==> config.mk <==
export PLATFORM = sky130hd
export DESIGN_NAME = indication_beat_deserializer
export DESIGN_NICKNAME = d
export VERILOG_FILES = /design/src/rtl/indication_beat_deserializer.sv
export SDC_FILE = /design/constraint.sdc
export NUM_CORES = 1
export LEC_CHECK = 0
export CORE_MARGIN = 2
export CORE_UTILIZATION = 59
export CTS_CLUSTER_SIZE = 12
export DETAILED_ROUTE_END_ITERATION = 12
export DONT_BUFFER_PORTS = 1
export GPL_TIMING_DRIVEN = 0
export PLACE_DENSITY_LB_ADDON = 0.05
export SYNTH_ARGS = -nofsm -noshare
export SYNTH_HDL_FRONTEND = slang
export SYNTH_SLANG_ARGS = --single-unit
==> constraint.sdc <==
create_clock -name CLK -period 3.8 [get_ports CLK]
set_clock_uncertainty 0.05 [all_clocks]
set_input_delay 0.76 -clock CLK [delete_from_list [all_inputs] [get_ports CLK]]
set_output_delay 0.76 -clock CLK [all_outputs]
set_load 0.05 [all_outputs]
==> src/rtl/indication_beat_deserializer.sv <==
// indication_beat_deserializer: assembles header+payload beats into one packed message; optional INDICATION_DESER_ERRCNT_EN adds excess-word error counters
module indication_beat_deserializer #(
  parameter int DATA_WIDTH = 32,
  parameter int SLOTS = 3
) (
  input  logic                        CLK,
  input  logic                        RST,
  input  logic                        beat_enq_ena,
  input  logic [DATA_WIDTH-1:0]       beat_enq_v,
  output logic                        beat_enq_rdy,
  output logic                        pipe_enq_ena,
  output logic [SLOTS*DATA_WIDTH-1:0] pipe_enq_v,
  input  logic                        pipe_enq_rdy
`ifdef INDICATION_DESER_ERRCNT_EN
  ,
  output logic [15:0]                 err_count,
  output logic                        err_flag
`endif
);
  localparam int IW = $clog2(SLOTS + 1);
  typedef enum logic [1:0] {HDR, PAY, SEND} state_t;
  state_t state, state_nxt;
  logic [SLOTS*DATA_WIDTH-1:0] msg;
  logic [15:0] rem;
  logic [IW-1:0] idx;
  logic acc, drop;
  assign acc  = beat_enq_ena && beat_enq_rdy;
  assign drop = acc && state == PAY && idx == IW'(SLOTS);
  always_ff @(posedge CLK or posedge RST)
    if (RST) state <= HDR;
    else state <= state_nxt;
  always_comb begin
    state_nxt = state;
    if (state == HDR && acc) state_nxt = beat_enq_v[31:16] == 16'd0 ? SEND : PAY;
    if (state == PAY && acc && rem == 16'd1) state_nxt = SEND;
    if (state == SEND && pipe_enq_rdy) state_nxt = HDR;
  end
  always_comb begin
    beat_enq_rdy = state != SEND;
    pipe_enq_ena = state == SEND && pipe_enq_rdy;
    pipe_enq_v   = msg;
  end
  always_ff @(posedge CLK or posedge RST)
    if (RST) begin
      msg <= '0;
      rem <= '0;
      idx <= '0;
    end else if (acc && state == HDR) begin
      msg <= '0;
      msg[DATA_WIDTH-1:0] <= {{(DATA_WIDTH-16){1'b0}}, beat_enq_v[15:0]};
      idx <= IW'(1);
      rem <= beat_enq_v[31:16];
    end else if (acc && state == PAY) begin
      for (int s = 1; s < SLOTS; s++)
        if (idx == IW'(s)) msg[s*DATA_WIDTH +: DATA_WIDTH] <= beat_enq_v;
      idx <= idx == IW'(SLOTS) ? idx : idx + 1'b1;
      rem <= rem - 16'd1;
    end
`ifdef INDICATION_DESER_ERRCNT_EN
  always_ff @(posedge CLK or posedge RST)
    if (RST) begin
      err_count <= '0;
      err_flag  <= 1'b0;
    end else if (drop) begin
      err_count <= err_count == 16'hFFFF ? err_count : err_count + 16'd1;
      err_flag  <= 1'b1;
    end
`endif
endmodule
# Word-level counts from Yosys, hierarchy flattened
# Cells that the tools add are included.
[classes] addsub=2 eq_ne=8 n_mux=13 n_reduce_logical=14
[ops] cell="64-bit 2-to-1 mux" n=2
[ops] cell="32-bit 2-to-1 mux" n=2
[ops] cell="16-bit 2-to-1 mux" n=2
[ops] cell="16-bit by 1-bit equality test with 1-bit output (second input constant)" n=1
[ops] cell="16-bit logical NOT" n=1
[ops] cell="16-bit by 1-bit subtractor with 16-bit output (second input constant)" n=1
[ops] cell="2-bit 2-to-1 mux" n=7
[ops] cell="2-bit equality test (second input constant)" n=3
[ops] cell="2-bit AND reduction" n=3
[ops] cell="2-bit nonzero test" n=3
[ops] cell="1-bit logical AND" n=5
[ops] cell="2-bit by 1-bit equality test with 1-bit output (second input constant)" n=2
[ops] cell="2-bit != test (second input constant)" n=2
[ops] cell="3-bit nonzero test" n=1
[ops] cell="2-bit by 1-bit adder with 2-bit output (second input constant)" n=1
[ops] cell="2-bit logical NOT" n=1
[word_totals] reg_bits=100 in_bits=36 output_inout_bits=98 word_cells=43

# Logic depth before layout (Yosys ltp)
# Gate-level depths: netlist (run 1).
[depth] ltp_word=6 ltp_mapped=6 ltp_nobuf=6

# Worst setup path after synthesis (run 1)
# No wires, ideal clock.
[synth_timing] path_type="input to output" start="input pipe_enq_rdy" end="output pipe_enq_ena" arrival_ns=1.225 required_time_ns=2.990 slack_ns=1.765 stages=1 path_cell_list="and3_1"
[synth_between] elab_chain_cells=1
[synth_lines] item="start, declared" line="13" source="input logic pipe_enq_rdy"
[synth_lines] item="1-bit logical AND" line="40" source="pipe_enq_ena = state == SEND && pipe_enq_rdy;"
[synth_lines] item="end, declared" line="11" source="output logic pipe_enq_ena,"
# Every way passes these cells.

# Worst setup path after layout (run 1)
[layout_timing] start="register state[0]" end="output beat_enq_rdy"
[layout_between] elab_chain_cells=1
[layout_lines] item="start, declared" line="22" source="state_t state, state_nxt;"
[layout_lines] item="start signal, assigned" line="31" source="else state <= state_nxt;"
[layout_lines] item="2-bit != test" line="39" source="beat_enq_rdy = state != SEND;"
[layout_lines] item="end, declared" line="10" source="output logic beat_enq_rdy,"
# Every way passes these cells.

==> results of run 1 <==
[cell usage after synthesis (2+ instances only)]
cell type	count
nand2_1	154
dfrtp_1	100
o21ai_0	62
clkbuf_1	22
buf_4	16
a21oi_1	14
nor2_1	14
o22ai_1	13
nor4_1	8
o21ai_1	8
nand4_1	7
nor3_1	7
nand3_1	6
and3_1	5
buf_2	5
ha_1	5
inv_1	5
mux2i_1	5
and4_1	2
buf_1	2
nand2b_1	2
nor2b_1	2
[where the power goes]
group | switching (mW) | internal (mW)
registers | 1.54 | 1.45
clock network | 0.394 | 0.249
logic | 0.618 | 0.396
total | 2.55 | 2.10
[stage by stage]
stage	worst slack, ns	utilization (%)
2_1_floorplan	0.371	-
3_5_place_dp	1.57	63.8
6_report	1.26	66.3
5_1_grt	1.20	66.3
4_1_cts	1.28	66.3
3_3_place_gp	-0.603	63.4
[routing by layer]
| layer | routed length, um | up-vias |
|---|---|---|
| li1 | - | 1667 |
| met1 | 4240 | 1673 |
| met2 | 5580 | 136 |
| met3 | 949 | 23 |
| met4 | 244 | 0 |
| met5 | 0 | - |
[cells by family after synthesis]
group,share of synthesized area [%]
other cells,0.0844
flops,56.3
fa+ha+maj,1.41
compound gates,13.0
simple gates,21.5
mux,1.63
buf+inv,6.05
[worst max path at each step]
| stage | start | endpoint | slack, ns | cells past startpoint |
|---|---|---|---|---|
| floorplan | RST | idx[0] | 0.37 | 1 |
| global placement | RST | pipe_enq_v[13] | -0.60 | 1 |
| detailed placement | beat_enq_ena | pipe_enq_v[52] | 1.57 | 6 |
| CTS | state[0] | beat_enq_rdy | 1.28 | 3 |
| global route | state[0] | beat_enq_rdy | 1.20 | 3 |
| finish | state[0] | beat_enq_rdy | 1.26 | 3 |
[registers in the layout, indices dropped and copies added, names as in the netlist]
register / cells
state: 2
rem: 16
pipe_enq_v: 80
idx: 2
[layout make-up]
cell class | instances | share of cell area [%]
Inverter | 6 | 0.518
Clock buffer | 9 | 2.56
Buffer | 46 | 5.10
Multi-Input combinational cell | 349 | 35.7
Clock inverter | 7 | 1.16
Tap cell | 99 | 2.56
Timing Repair Buffer | 1 | 0.570
Sequential cell | 100 | 51.8
==> flow_summary.yaml, run 1 <==
grt:
  grt_pass1_wl_mm: 17.9
  grt_max_degree: 59
  met3_usage_pct: 7.51
  grt_pass1_vias: 3489
  grt-ovfl-total: 0
  antenna_found_initial: 0
  grt-busiest-layer: "met2"
  grtUsageTotal_pct: 27.7
  grt_use_met2_pct: 46.3
  grt.met1_usage_pct: 34.9
floorplan:
  dieArea_sq_um: 8240
  start_util_pct: 60.9
  die_y_um: 90.8
  die_x_um: 90.8
  boundaryPins: 134
  core_sq_um: 7290
  core.rowCount: 31
worst_setup_path:
  cp_cell_sequence: "inv_2, clkbuf_1, nand2_1"
  timing.rr.end: "pipe_enq_v[91]"
  path_buf_inv: 2
  arrival_ns: 1.73
  critPathMaxFanout: 10
  critical_path_class: "reg2out"
  crit_path_top_delay_cell: "nand2_1"
  startpoint_type: "register"
  path_delay_family: "buffers and inverters"
  reg2reg_from: "idx[0]"
  slowest_delay_ns: 0.45
  worst_ep_required_time_ns: 2.99
  reg2reg_slack_ns: 1.75
  r2r_cells: 5
  cp-end-kind: "output pin"
logic_synthesis:
  yosys-top-cells-area: "dfrtp_1, nand2_1, o21ai_0"
  ys_seq_area_share_pct: 56.3
  synth.top_cell.area_share_pct: 56.3
  synth_warnings: 0
  synth_edf_count: 0
  synthCells: 486
  ys.flop_type: "dfrtp_1"
  synth.distinct_cells: 44
  synth_top_area_cell: "dfrtp_1"
  ys_seq_elements: 100
  syn_area_per_cell_sq_um: 9.14
  synthArstFlopShare_pct: 100
  synthesis.area_sq_um: 4440
clock_network:
  cts_root_buf: "clkbuf_8"
  clock_tree.buffer_depth: 2
  clk_pin_slew_ns: 0.10
  htreeDepth: 3
  cts_buffers: 9
  postCtsResizedCells: 0
  cts_setup_buffers: 0
  clock_latency_ns: 0.36
  cts.hold.buffers_added: 0
  cts_tree: "yes"
  cts.sinks: 100
final_layout:
  syn_to_final_growth_pct: 8.79
  fin_nets: 554
  regArea_sq_um: 2500
  final_cell_mix: "nand2_1, dfrtp_1, o21ai_0"
  drive_gt1_share_pct: 9.27
  final_area_sq_um: 4830
  antennaDiodeCount: 0
  fillers: 671
  layoutNonFillerInstCount: 617
  multiInputGateArea_sq_um: 1730
  layout_commonest_cell: "nand2_1"
placed_design:
  post_dp_cell_area_sq_um: 4650
  place_hpwl_mm: 8.02
  port_buffers: 0
  place_congestion: 0.915
  placed_cells: 601
power_and_ir_drop:
  power_mw: 4.64
  power.density_nw_per_um2: 961
  peakVddDrop_mv: 0.490
  p_leak_nw: 2.39
sta:
  finalMaxSlewViolations: 0
  fin_crit_ns: 2.54
  setup-tns-final_ns: 0
  grt_setup_unrepaired: "false"
  hold_ws_ns: 0.256
  relSlewSlack_pct: 55.3
  setup_viol: 0
  hold_viol_final: 0
  fmax_mhz: 394
  worst_pin_slew_ns: 0.666
  post-route-period-util_pct: 66.8
detailed_routing:
  routedWlPerCell_um: 17.9
  drc: 0
  detail_route.vias_per_cell: 5.67
  firstDrtPassIters: 4
  vias: 3499
  drtIter0Drc: 203
  finalWirelength_mm: 11.0
  ant_nets: 0
run:
  cap_violations: 0
min_path:
  min_path_type: "in2async"
status:
  status: "completed"
(Power assumes the default switching activity.)
==> run 2, diff against run 1 <==
--- a/config.mk
+++ b/config.mk
@@ -6,7 +6,7 @@
 export NUM_CORES = 1
 export LEC_CHECK = 0
 export CORE_MARGIN = 2
-export CORE_UTILIZATION = 59
+export CORE_UTILIZATION = 57
 export CTS_CLUSTER_SIZE = 12
 export DETAILED_ROUTE_END_ITERATION = 12
 export DONT_BUFFER_PORTS = 1
==> constraint.sdc (replaced) <==
create_clock -name CLK -period 2.2 [get_ports CLK]
set_clock_uncertainty 0.05 [all_clocks]
set_input_delay 0.44 -clock CLK [delete_from_list [all_inputs] [get_ports CLK]]
set_output_delay 0.44 -clock CLK [all_outputs]
set_load 0.05 [all_outputs]
==> run 2 against run 1 <==
First-iteration DRC count down 13%; worst hold slack worse by 0.13 ns; combinational power grew 73%; total power rose by 75%; via count grew 2.6%; global-route usage is 0.73 points higher; clock power increased by 90%; core utilization fell by 2.1 points; register-to-register slack lost 1.5 ns; design area up 1.5%; largest cell class unchanged.
==> flow_summary.yaml, run 2 (synthesis results as in run 1) <==
power_and_ir_drop:
  peakVddDrop_mv: 0.810
  swShare_pct: 54.0
  p_sw_mw: 4.38
  power_mw: 8.12
  p_leak_nw: 2.41
  pwr-share-comb_pct: 21.6
  power.density_nw_per_um2: 1660
  clkPwrFrac_pct: 15.0
  internal_power_mw: 3.74
  seqPwrFrac_pct: 63.4
final_layout:
  final_cell_mix: "nand2_1, dfrtp_1, o21ai_0"
  fin_nets: 557
  drive_gt1_share_pct: 9.60
  fin_util_pct: 64.2
  layoutNonFillerInstCount: 623
  final_area_sq_um: 4910
  largest_register_ff_count: 80
  antennaDiodeCount: 0
  layout_commonest_cell: "nand2_1"
  syn_to_final_growth_pct: 10.4
floorplan:
  die_y_um: 92.3
  boundaryPins: 134
  core_sq_um: 7650
  core.rowCount: 32
  start_util_pct: 58.1
  die_x_um: 92.3
  dieArea_sq_um: 8520
sta:
  setup-tns-final_ns: 0
  fmax_mhz: 473
  post-route-period-util_pct: 96.0
  fin_crit_ns: 2.11
  hold_ws_ns: 0.125
  worst_pin_slew_ns: 0.617
  setup_viol: 0
  finalMaxSlewViolations: 0
  hold_viol_final: 0
  relSlewSlack_pct: 58.6
  grt_setup_unrepaired: "false"
  layout_setup_ws_ns: 0.0871
worst_setup_path:
  worstSetupEndpoint: "beat_enq_rdy"
  cp_cell_sequence: "inv_2, clkbuf_1, nand2_2"
  reg2reg_slack_ns: 0.23
  crit_path_top_delay_cell: "clkbuf_1"
  critical_path_class: "reg2out"
  reg2reg_from: "idx[0]"
  crit_start: "state[0]"
  cp-end-kind: "output pin"
  arrival_ns: 1.62
  timing.rr.end: "pipe_enq_v[73]"
  path_delay_family: "buffers and inverters"
  critPathMaxFanout: 10
  worst_ep_required_time_ns: 1.71
  crit_cells: 3
  startpoint_type: "register"
  r2r_cells: 6
  slowest_delay_ns: 0.43
  path_buf_inv: 2
grt:
  antenna_found_initial: 0
  grt-ovfl-total: 0
  grt_max_degree: 36
  grt_pass1_wl_mm: 18.7
  grtUsageTotal_pct: 28.4
  grt_pass1_vias: 3638
detailed_routing:
  detail_route.vias_per_cell: 5.76
  ant_nets: 0
  finalWirelength_mm: 11.4
  drc: 0
  firstDrtPassIters: 5
  vias: 3589
  routedWlPerCell_um: 18.2
  drtIter0Drc: 176
placed_design:
  placed_cells: 606
  post_dp_cell_area_sq_um: 4690
  port_buffers: 0
  preCtsSetupSlack_ns: 0.228
  place_hpwl_mm: 8.14
  place_congestion: 0.898
clock_network:
  cts.sinks: 100
  clk_pin_slew_ns: 0.10
  cts_buffers: 9
  clock_latency_ns: 0.36
  cts_tree: "yes"
  clock_tree.buffer_depth: 2
  cts_root_buf: "clkbuf_8"
  htreeDepth: 3
status:
  status: "completed"
run:
  cap_violations: 0
min_path:
  min_path_type: "in2reg"
  whs_path_depth: 2
run 2: routing by layer:
layer / share of wire, % / vias up / global-route usage (%)
li1: - / 1671 / -
met2: 48 / 148 / 44.2
met4: 1.8 / 0 / 12.2
met5: 0 / - / 0
met1: 41 / 1755 / 37.8
met3: 9.4 / 15 / 7.56
run 2: worst min-delay path by stage:
stage / slack, ns / start / end
after CTS: 0.12 / beat_enq_v[15] / pipe_enq_v[15]
after global placement: 0.49 / rem[15] / rem[15]
final: 0.12 / beat_enq_v[12] / pipe_enq_v[12]
after floorplan: 0.47 / rem[15] / rem[15]
after detailed placement: 0.21 / RST / pipe_enq_v[84]
after global routing: 0.11 / beat_enq_v[2] / pipe_enq_v[2]
run 2: power groups by stage:
stage | clock (mW) | combinational, mW | sequential, mW
after floorplan | 0 | 1.42 | 5.01
after global placement | 0 | 1.67 | 5.17
after detailed placement | 0 | 1.76 | 5.19
after CTS | 1.24 | 1.76 | 5.15
after global routing | 1.31 | 2.04 | 5.23
final | 1.22 | 1.75 | 5.15
run 2: layout make-up:
class                   instances  area [sq um]
fillers                       646          2740
flip-flops and latches        100          2500
multi-input cells             349          1730
plain buffers                  46           246
clock buffers                  10           128
well taps                     102           128
clock inverters                 6          76.3
repair buffers                  4          70.1
inverters                       6          26.3
run 2: timing repair:
action                                  CTS  global route
resized for setup                         1             0
endpoints found under the hold margin     8             0
endpoints found under the setup margin    1             0
hold buffers                              1             0
buffers inserted                          0             0
==> run 3, diff against run 2 <==
--- a/config.mk
+++ b/config.mk
@@ -5,11 +5,13 @@
 export SDC_FILE = /design/constraint.sdc
 export NUM_CORES = 1
 export LEC_CHECK = 0
+export CAP_MARGIN = 20
 export CORE_MARGIN = 2
 export CORE_UTILIZATION = 57
 export CTS_CLUSTER_SIZE = 12
 export DETAILED_ROUTE_END_ITERATION = 12
 export DONT_BUFFER_PORTS = 1
+export GPL_ROUTABILITY_DRIVEN = 0
 export GPL_TIMING_DRIVEN = 0
 export PLACE_DENSITY_LB_ADDON = 0.05
 export SYNTH_ARGS = -nofsm -noshare
==> results of run 3 <==
No change in the layout: final DEF, timing and power equal those of run 2.
